## src/rtl/vga_pixel_fetch.sv

```systemverilog
// vga_pixel_fetch: prefetches framebuffer words from video memory and replicates them
// horizontally and vertically to feed the VGA timing stage one pixel word per active cycle.
module vga_pixel_fetch #(
    parameter int          H_ACTIVE     = 640,
    parameter int          V_ACTIVE     = 480,
    parameter int          H_SCALE      = 8,
    parameter int          V_SCALE      = 8,
    parameter int          FIFO_DEPTH   = 8,
    parameter logic [15:0] BASE_DEFAULT = 16'hC000
) (
    input  logic        clk,
    input  logic        rst_n,
    input  logic        active,
    input  logic        vsync,
    input  logic [15:0] base_addr,
    input  logic        base_load,
    output logic        mem_req,
    output logic [15:0] mem_addr,
    input  logic [15:0] mem_rdata,
    input  logic        mem_valid,
    output logic [15:0] img_reg,
    output logic        underrun,
    input  logic        underrun_clr
);
    localparam int WPL = H_ACTIVE / H_SCALE;
    localparam int CW  = $clog2(WPL + 1);
    localparam int RW  = $clog2(V_SCALE + 1);
    localparam int LW  = $clog2(V_ACTIVE + 1);
    localparam int PW  = $clog2(H_SCALE + 1);
    localparam int AW  = $clog2(FIFO_DEPTH);
    localparam logic [AW:0] DEPTH = (AW+1)'(FIFO_DEPTH);

    typedef enum logic [1:0] {IDLE, FETCH, WAIT} state_t;

    state_t        state_q, state_d;
    logic          vsync_q, armed_q, drop_q, drop_d, ur_q, ur_d;
    logic [15:0]   shadow_q, addr_q, addr_d, row_q, row_d;
    logic [CW-1:0] col_q, col_d;
    logic [RW-1:0] rep_q, rep_d;
    logic [LW-1:0] line_q, line_d;
    logic [PW-1:0] px_q, px_d;
    logic [AW-1:0] wr_q, rd_q;
    logic [AW:0]   cnt_q;
    logic [15:0]   fifo_q [FIFO_DEPTH];
    logic          fs, acc, eol, last_rep, done, empty, pop;

    always_comb begin
        fs       = vsync_q & ~vsync;
        acc      = (state_q == WAIT) & mem_valid & ~fs;
        eol      = col_q == CW'(WPL - 1);
        last_rep = rep_q == RW'(V_SCALE - 1);
        done     = eol & (line_q == LW'(V_ACTIVE - 1));
        empty    = cnt_q == '0;
        pop      = active & (px_q == PW'(H_SCALE - 1)) & ~empty;
        px_d     = active ? ((px_q == PW'(H_SCALE - 1)) ? '0 : px_q + 1'b1) : '0;
        ur_d     = (active & armed_q & empty) | (ur_q & ~underrun_clr);
        // a response still in flight at frame start belongs to the old frame
        drop_d   = (drop_q & ~mem_valid) | (fs & (state_q == WAIT) & ~mem_valid);
        state_d  = state_q;
        addr_d   = addr_q;
        row_d    = row_q;
        col_d    = col_q;
        rep_d    = rep_q;
        line_d   = line_q;
        if (fs) begin
            state_d = FETCH;
            addr_d  = shadow_q;
            row_d   = shadow_q;
            col_d   = '0;
            rep_d   = '0;
            line_d  = '0;
        end else if (state_q == FETCH && !drop_q && cnt_q < DEPTH) begin
            state_d = WAIT;
        end else if (acc) begin
            col_d   = eol ? '0 : col_q + 1'b1;
            line_d  = eol ? line_q + 1'b1 : line_q;
            rep_d   = eol ? (last_rep ? '0 : rep_q + 1'b1) : rep_q;
            row_d   = (eol && last_rep) ? row_q + 16'(WPL) : row_q;
            addr_d  = !eol ? addr_q + 16'd1 : (last_rep ? row_q + 16'(WPL) : row_q);
            // keep mem_req high for back-to-back reads while room remains after this push
            state_d = done ? IDLE : (cnt_q < DEPTH - 1'b1) ? WAIT : FETCH;
        end
    end

    always_ff @(posedge clk or negedge rst_n) begin
        if (!rst_n) begin
            state_q  <= IDLE;
            vsync_q  <= 1'b0;
            armed_q  <= 1'b0;
            drop_q   <= 1'b0;
            ur_q     <= 1'b0;
            shadow_q <= BASE_DEFAULT;
            addr_q   <= '0;
            row_q    <= '0;
            col_q    <= '0;
            rep_q    <= '0;
            line_q   <= '0;
            px_q     <= '0;
            wr_q     <= '0;
            rd_q     <= '0;
            cnt_q    <= '0;
        end else begin
            state_q  <= state_d;
            vsync_q  <= vsync;
            armed_q  <= armed_q | fs;
            drop_q   <= drop_d;
            ur_q     <= ur_d;
            shadow_q <= base_load ? base_addr : shadow_q;
            addr_q   <= addr_d;
            row_q    <= row_d;
            col_q    <= col_d;
            rep_q    <= rep_d;
            line_q   <= line_d;
            px_q     <= px_d;
            wr_q     <= fs ? '0 : wr_q + AW'(acc);
            rd_q     <= fs ? '0 : rd_q + AW'(pop);
            cnt_q    <= fs ? '0 : cnt_q + (AW+1)'(acc) - (AW+1)'(pop);
        end
    end

    always_ff @(posedge clk)
        if (acc) fifo_q[wr_q] <= mem_rdata;

    assign mem_req  = state_q == WAIT;
    assign mem_addr = addr_q;
    assign img_reg  = empty ? 16'h0000 : fifo_q[rd_q];
    assign underrun = ur_q;
endmodule
```

## config.mk

```make
export PLATFORM = sky130hd
export DESIGN_NAME = vga_pixel_fetch
export DESIGN_NICKNAME = d
export VERILOG_FILES = /design/src/rtl/vga_pixel_fetch.sv
export SDC_FILE = /design/constraint.sdc
export NUM_CORES = 1
export LEC_CHECK = 0
export BUFFER_PORTS_ARGS = -buffer_cell sky130_fd_sc_hd__buf_2
export CELL_PAD_IN_SITES_DETAIL_PLACEMENT = 0
export CELL_PAD_IN_SITES_GLOBAL_PLACEMENT = 1
export CORE_ASPECT_RATIO = 0.75
export CORE_UTILIZATION = 26
export DETAILED_ROUTE_END_ITERATION = 6
export GPL_ROUTABILITY_DRIVEN = 0
export GPL_TIMING_DRIVEN = 1
export MAX_ROUTING_LAYER = met4
export PLACE_DENSITY_LB_ADDON = 0.1
export SETUP_SLACK_MARGIN = 0.3
export SLEW_MARGIN = 15
export SYNTH_ARGS = -nofsm -noshare
export SYNTH_HDL_FRONTEND = slang
export SYNTH_SLANG_ARGS = --single-unit
```

## constraint.sdc

```tcl
create_clock -name clk -period 6.1 [get_ports clk]
set_input_delay 0.61 -clock clk [delete_from_list [all_inputs] [get_ports clk]]
set_output_delay 0.61 -clock clk [all_outputs]
set_load 0.02 [all_outputs]
```

==> run_results.csv <==
group,metric,value,unit
global_route,grt_antenna_before_repair,2,
timing,max_slew.worst_pin.slew,0.925,ns
setup_path,timing_worst_setup_path_type,"reg -> out",
synthesis,synth-simple-area-share,11.5,%
place,port_buffer_cells,72,
die,row_count,60,
clock_network,h-tree-depth,1,
flow_run,drv.max_cap_violation_count,0,
synthesis,ys_top_cells_by_area,"sky130_fd_sc_hd__edfxtp_1, sky130_fd_sc_hd__dfrtp_1, sky130_fd_sc_hd__mux4_2, sky130_fd_sc_hd__nor2_1, sky130_fd_sc_hd__mux2i_1",
routing,avgRoutedWirePerCell,19.2,um
routing,dr.first_iter.drc_count,291,
synthesis,ys_ff_latch,216,
setup_path,critPathLaunchType,"flop",
synthesis,post_synth_mux_area_share,11.8,%
synthesis,synthesis.nets,746,
routing,totalWireLength,24.1,mm
place,place_hpwl,15.6,mm
clock_network,cts_repair_resize_count,0,
finish,final_cells,1255,
timing,setup_violations,0,
clock_network,clock_sinks,216,
timing,timing.max_slew.rel_slack,37.9,%
synthesis,synth_top_family_by_area,"multiplexers",
timing,rsz0062_at_grt,"false",
routing,antenna_left,0,
timing,finalSetupTns,0,ns
global_route,grt_use_total,13.7,%
synthesis,synth-main-ff-cell,"sky130_fd_sc_hd__edfxtp_1",
status,run_status,"completed",
synthesis,number_of_synthesized_flops_with_an_enable_pin,128,
hold_path,worst_hold_path_type,"in -> async",
timing,maxClockFrequency,315,MHz
die,die_y,168,um
die,initial_core_util,26.5,%
finish,final_net_count,827,
clock_network,clock_path_buffers,3,
finish,area_delta_synth_final,19.3,%
place,post-place-cells,1209,
die,top_level_ports,73,
clock_network,post_cts_hold_buffer_count,0,
synthesis,yosys.area_share.adder,2.30,%
finish,drive_gt1_share,25.3,%
timing,worst_clock_skew,0.0102,ns
setup_path,critical_path.max_fanout,28,
synthesis,synth_xor_area_share,3.85,%
die,die_width,223,um
synthesis,synth_sequential_area_ratio,63.3,%
clock_network,clkTransAtPathRegs,0.06,ns
setup_path,cp_data_required_time,5.49,ns
synthesis,synthesis.area,9550,um2
synthesis,netlist-cell-type-count,56,
routing,drt_drc_violations_left,0,
die,design.die.area,37500,um2
pwr,pwr_density_cell,353,nW/um2
setup_path,worst_setup_path_end_kind,"primary output",
clock_network,cts_tree,"built",
synthesis,synth_compound_gate_area_share,5.30,%
clock_network,cts_inserted_buffers,25,
timing,finalCritPeriodShare,52.1,%
global_route,grt_pass1_wl,38.2,mm
routing,detail_route.vias_per_cell,4.71,
routing,drt_first_pass_iters,5,
routing,detailroute.via_count,5905,
timing,fin_crit,3.18,ns
synthesis,area_fraction_of_the_dominant_cell_type_after_synthesis,40.2,%
synthesis,syn_area_per_cell,13.8,um2
global_route,grt.overflow.total,0,
synthesis,post_synth_inst_count,690,
clock_network,clock_tree.root_cell,"sky130_fd_sc_hd__clkbuf_16",
pwr,max-vdd-ir-drop,0.159,mV
finish,fill_cells,3596,
global_route,vias_in_the_first_global_route,6198,
global_route,grt_max_degree,50,
pwr,p_leak,4.21,nW
timing,slew_violations,0,
setup_path,cp_data_arrival_time,2.57,ns
clock_network,clock_latency,0.51,ns
clock_network,postCtsSetupBuffers,0,
synthesis,synthArstFlopShare,40.7,%
timing,finalHoldViolations,0,
synthesis,number_of_warnings_printed_during_yosys_synthesis,0,
synthesis,yosys.area.top_type,"sky130_fd_sc_hd__edfxtp_1",
die,core_area,36000,um2
-- synth_stat cells (all sizes together) (7+ instances only) --
cell type,instances
nor2,69
nand4,14
ha,16
mux2i,23
nand3,17
edfxtp,128
inv,11
and2,8
buf,10
nor3,20
a21oi,30
dfrtp,86
and3,8
clkbuf,23
nand2,47
nor4,7
mux2,16
xnor2,21
xor2,21
a31oi,7
mux4,32
o21ai,19
-- layout make-up --
type / count / area (um2) / share of cell area (%)
Sequential cell: 216 / 6050 / 53.1
Antenna cell: 1 / 2.50 / 0.0219
Tap cell: 465 / 582 / 5.10
Inverter: 11 / 41.3 / 0.362
Timing Repair Buffer: 87 / 475 / 4.17
Multi-Input combinational cell: 430 / 3380 / 29.6
Clock inverter: 17 / 233 / 2.04
Clock buffer: 28 / 637 / 5.59
-- state kept, by name, indices dropped and copies added (netlist names), 3 cells and up --
name,cells
fifo_q,128
mem_addr,16
row_q,16
shadow_q,16
line_q,9
col_q,7
cnt_q,4
px_q,4
rep_q,4
rd_q,3
wr_q,3
-- worst max-delay path, stage by stage, from the launching register on --
cell and delay, ns:
sky130_fd_sc_hd__dfrtp_2 0.49, sky130_fd_sc_hd__buf_4 0.55, sky130_fd_sc_hd__mux4_2 0.59, sky130_fd_sc_hd__mux2i_1 0.17, sky130_fd_sc_hd__nor2_1 0.06, sky130_fd_sc_hd__buf_2 0.17
-- worst paths after layout --
check                      slack [ns]                    end  cells past startpoint                 start
max                              2.92             img_reg[7]                      5     rd_q[0]$_DFF_PN0_
min                              0.08  line_q[4]$_DFFE_PN0P_                      1                 rst_n
max reg2reg                      3.52     cnt_q[2]$_DFF_PN0_                     11    cnt_q[3]$_DFF_PN0_
min reg2reg                      0.47   row_q[2]$_DFFE_PN0P_                      2  row_q[2]$_DFFE_PN0P_
max in group asynchronous        4.90      rd_q[0]$_DFF_PN0_                      2                 rst_n
min in group clk                 0.25      vsync_q$_DFF_PN0_                      1                 vsync
-- metal layers --
layer  up-vias  share of wire [%]  GRT usage, %
met1      3020                 50          19.8
met4         0                1.8          2.89
met2        92                 44          20.2
met3        36                3.8          2.25
li1       2757                  -             -
met5         -                  0             -
-- through the flow --
| stage | hold WS, ns | cell area [um2] | power, mW | utilization (%) | setup slack, ns |
|---|---|---|---|---|---|
| 6_report | 0.0837 | 11400 | 4.02 | 31.6 | 2.92 |
| 5_1_grt | 0.108 | 11400 | 4.23 | 31.6 | 2.71 |
| 4_1_cts | 0.0727 | 11400 | 4.09 | 31.6 | 2.80 |
| 3_5_place_dp | 0.461 | 10500 | 2.49 | 29.2 | 3.14 |
| 3_3_place_gp | 0.452 | 10500 | 2.48 | 29.2 | 3.22 |
| 2_1_floorplan | 0.314 | 9550 | 2.19 | - | 2.67 |
-- power breakdown --
| group | leakage [nW] | total [mW] | internal (mW) | switching [mW] |
|---|---|---|---|---|
| Combinational | 1.54 | 0.670 | 0.245 | 0.425 |
| Clock | 0.424 | 1.58 | 0.969 | 0.610 |
| Sequential | 2.25 | 1.77 | 1.66 | 0.115 |
| Total | 4.21 | 4.02 | 2.87 | 1.15 |
-- kinds of logic after synthesis --
logic type               count (synthesis)
AND/OR/NAND/NOR                        218
flip-flops                             216
AO/OA/AOI/OAI                           82
multiplexers                            71
buffers and inverters                   44
XOR/XNOR                                42
adder cells (fa/ha/maj)                 17
-- layout by cell type, fill, tap and decap left out, types with 5 or more instances in the layout --
cell type                   count
sky130_fd_sc_hd__edfxtp_1     128
sky130_fd_sc_hd__dfrtp_1       83
sky130_fd_sc_hd__buf_2         71
sky130_fd_sc_hd__nor2_1        68
sky130_fd_sc_hd__nand2_1       47
sky130_fd_sc_hd__mux4_2        32
sky130_fd_sc_hd__a21oi_1       30
sky130_fd_sc_hd__clkbuf_16     25
sky130_fd_sc_hd__mux2i_1       23
sky130_fd_sc_hd__xnor2_1       21
sky130_fd_sc_hd__xor2_1        21
sky130_fd_sc_hd__o21ai_0       19
sky130_fd_sc_hd__nand3_1       16
sky130_fd_sc_hd__mux2_2        16
sky130_fd_sc_hd__ha_1          16
sky130_fd_sc_hd__buf_4         16
sky130_fd_sc_hd__nor3_1        13
sky130_fd_sc_hd__nand4_1       13
sky130_fd_sc_hd__inv_1         11
sky130_fd_sc_hd__and2_1         8
sky130_fd_sc_hd__and3_1         8
sky130_fd_sc_hd__nor3_2         7
sky130_fd_sc_hd__a31oi_1        7
sky130_fd_sc_hd__nor4_1         6
sky130_fd_sc_hd__a211oi_1       5
sky130_fd_sc_hd__bufinv_16      5
sky130_fd_sc_hd__clkinv_4       5
(Power assumes the default switching activity.)
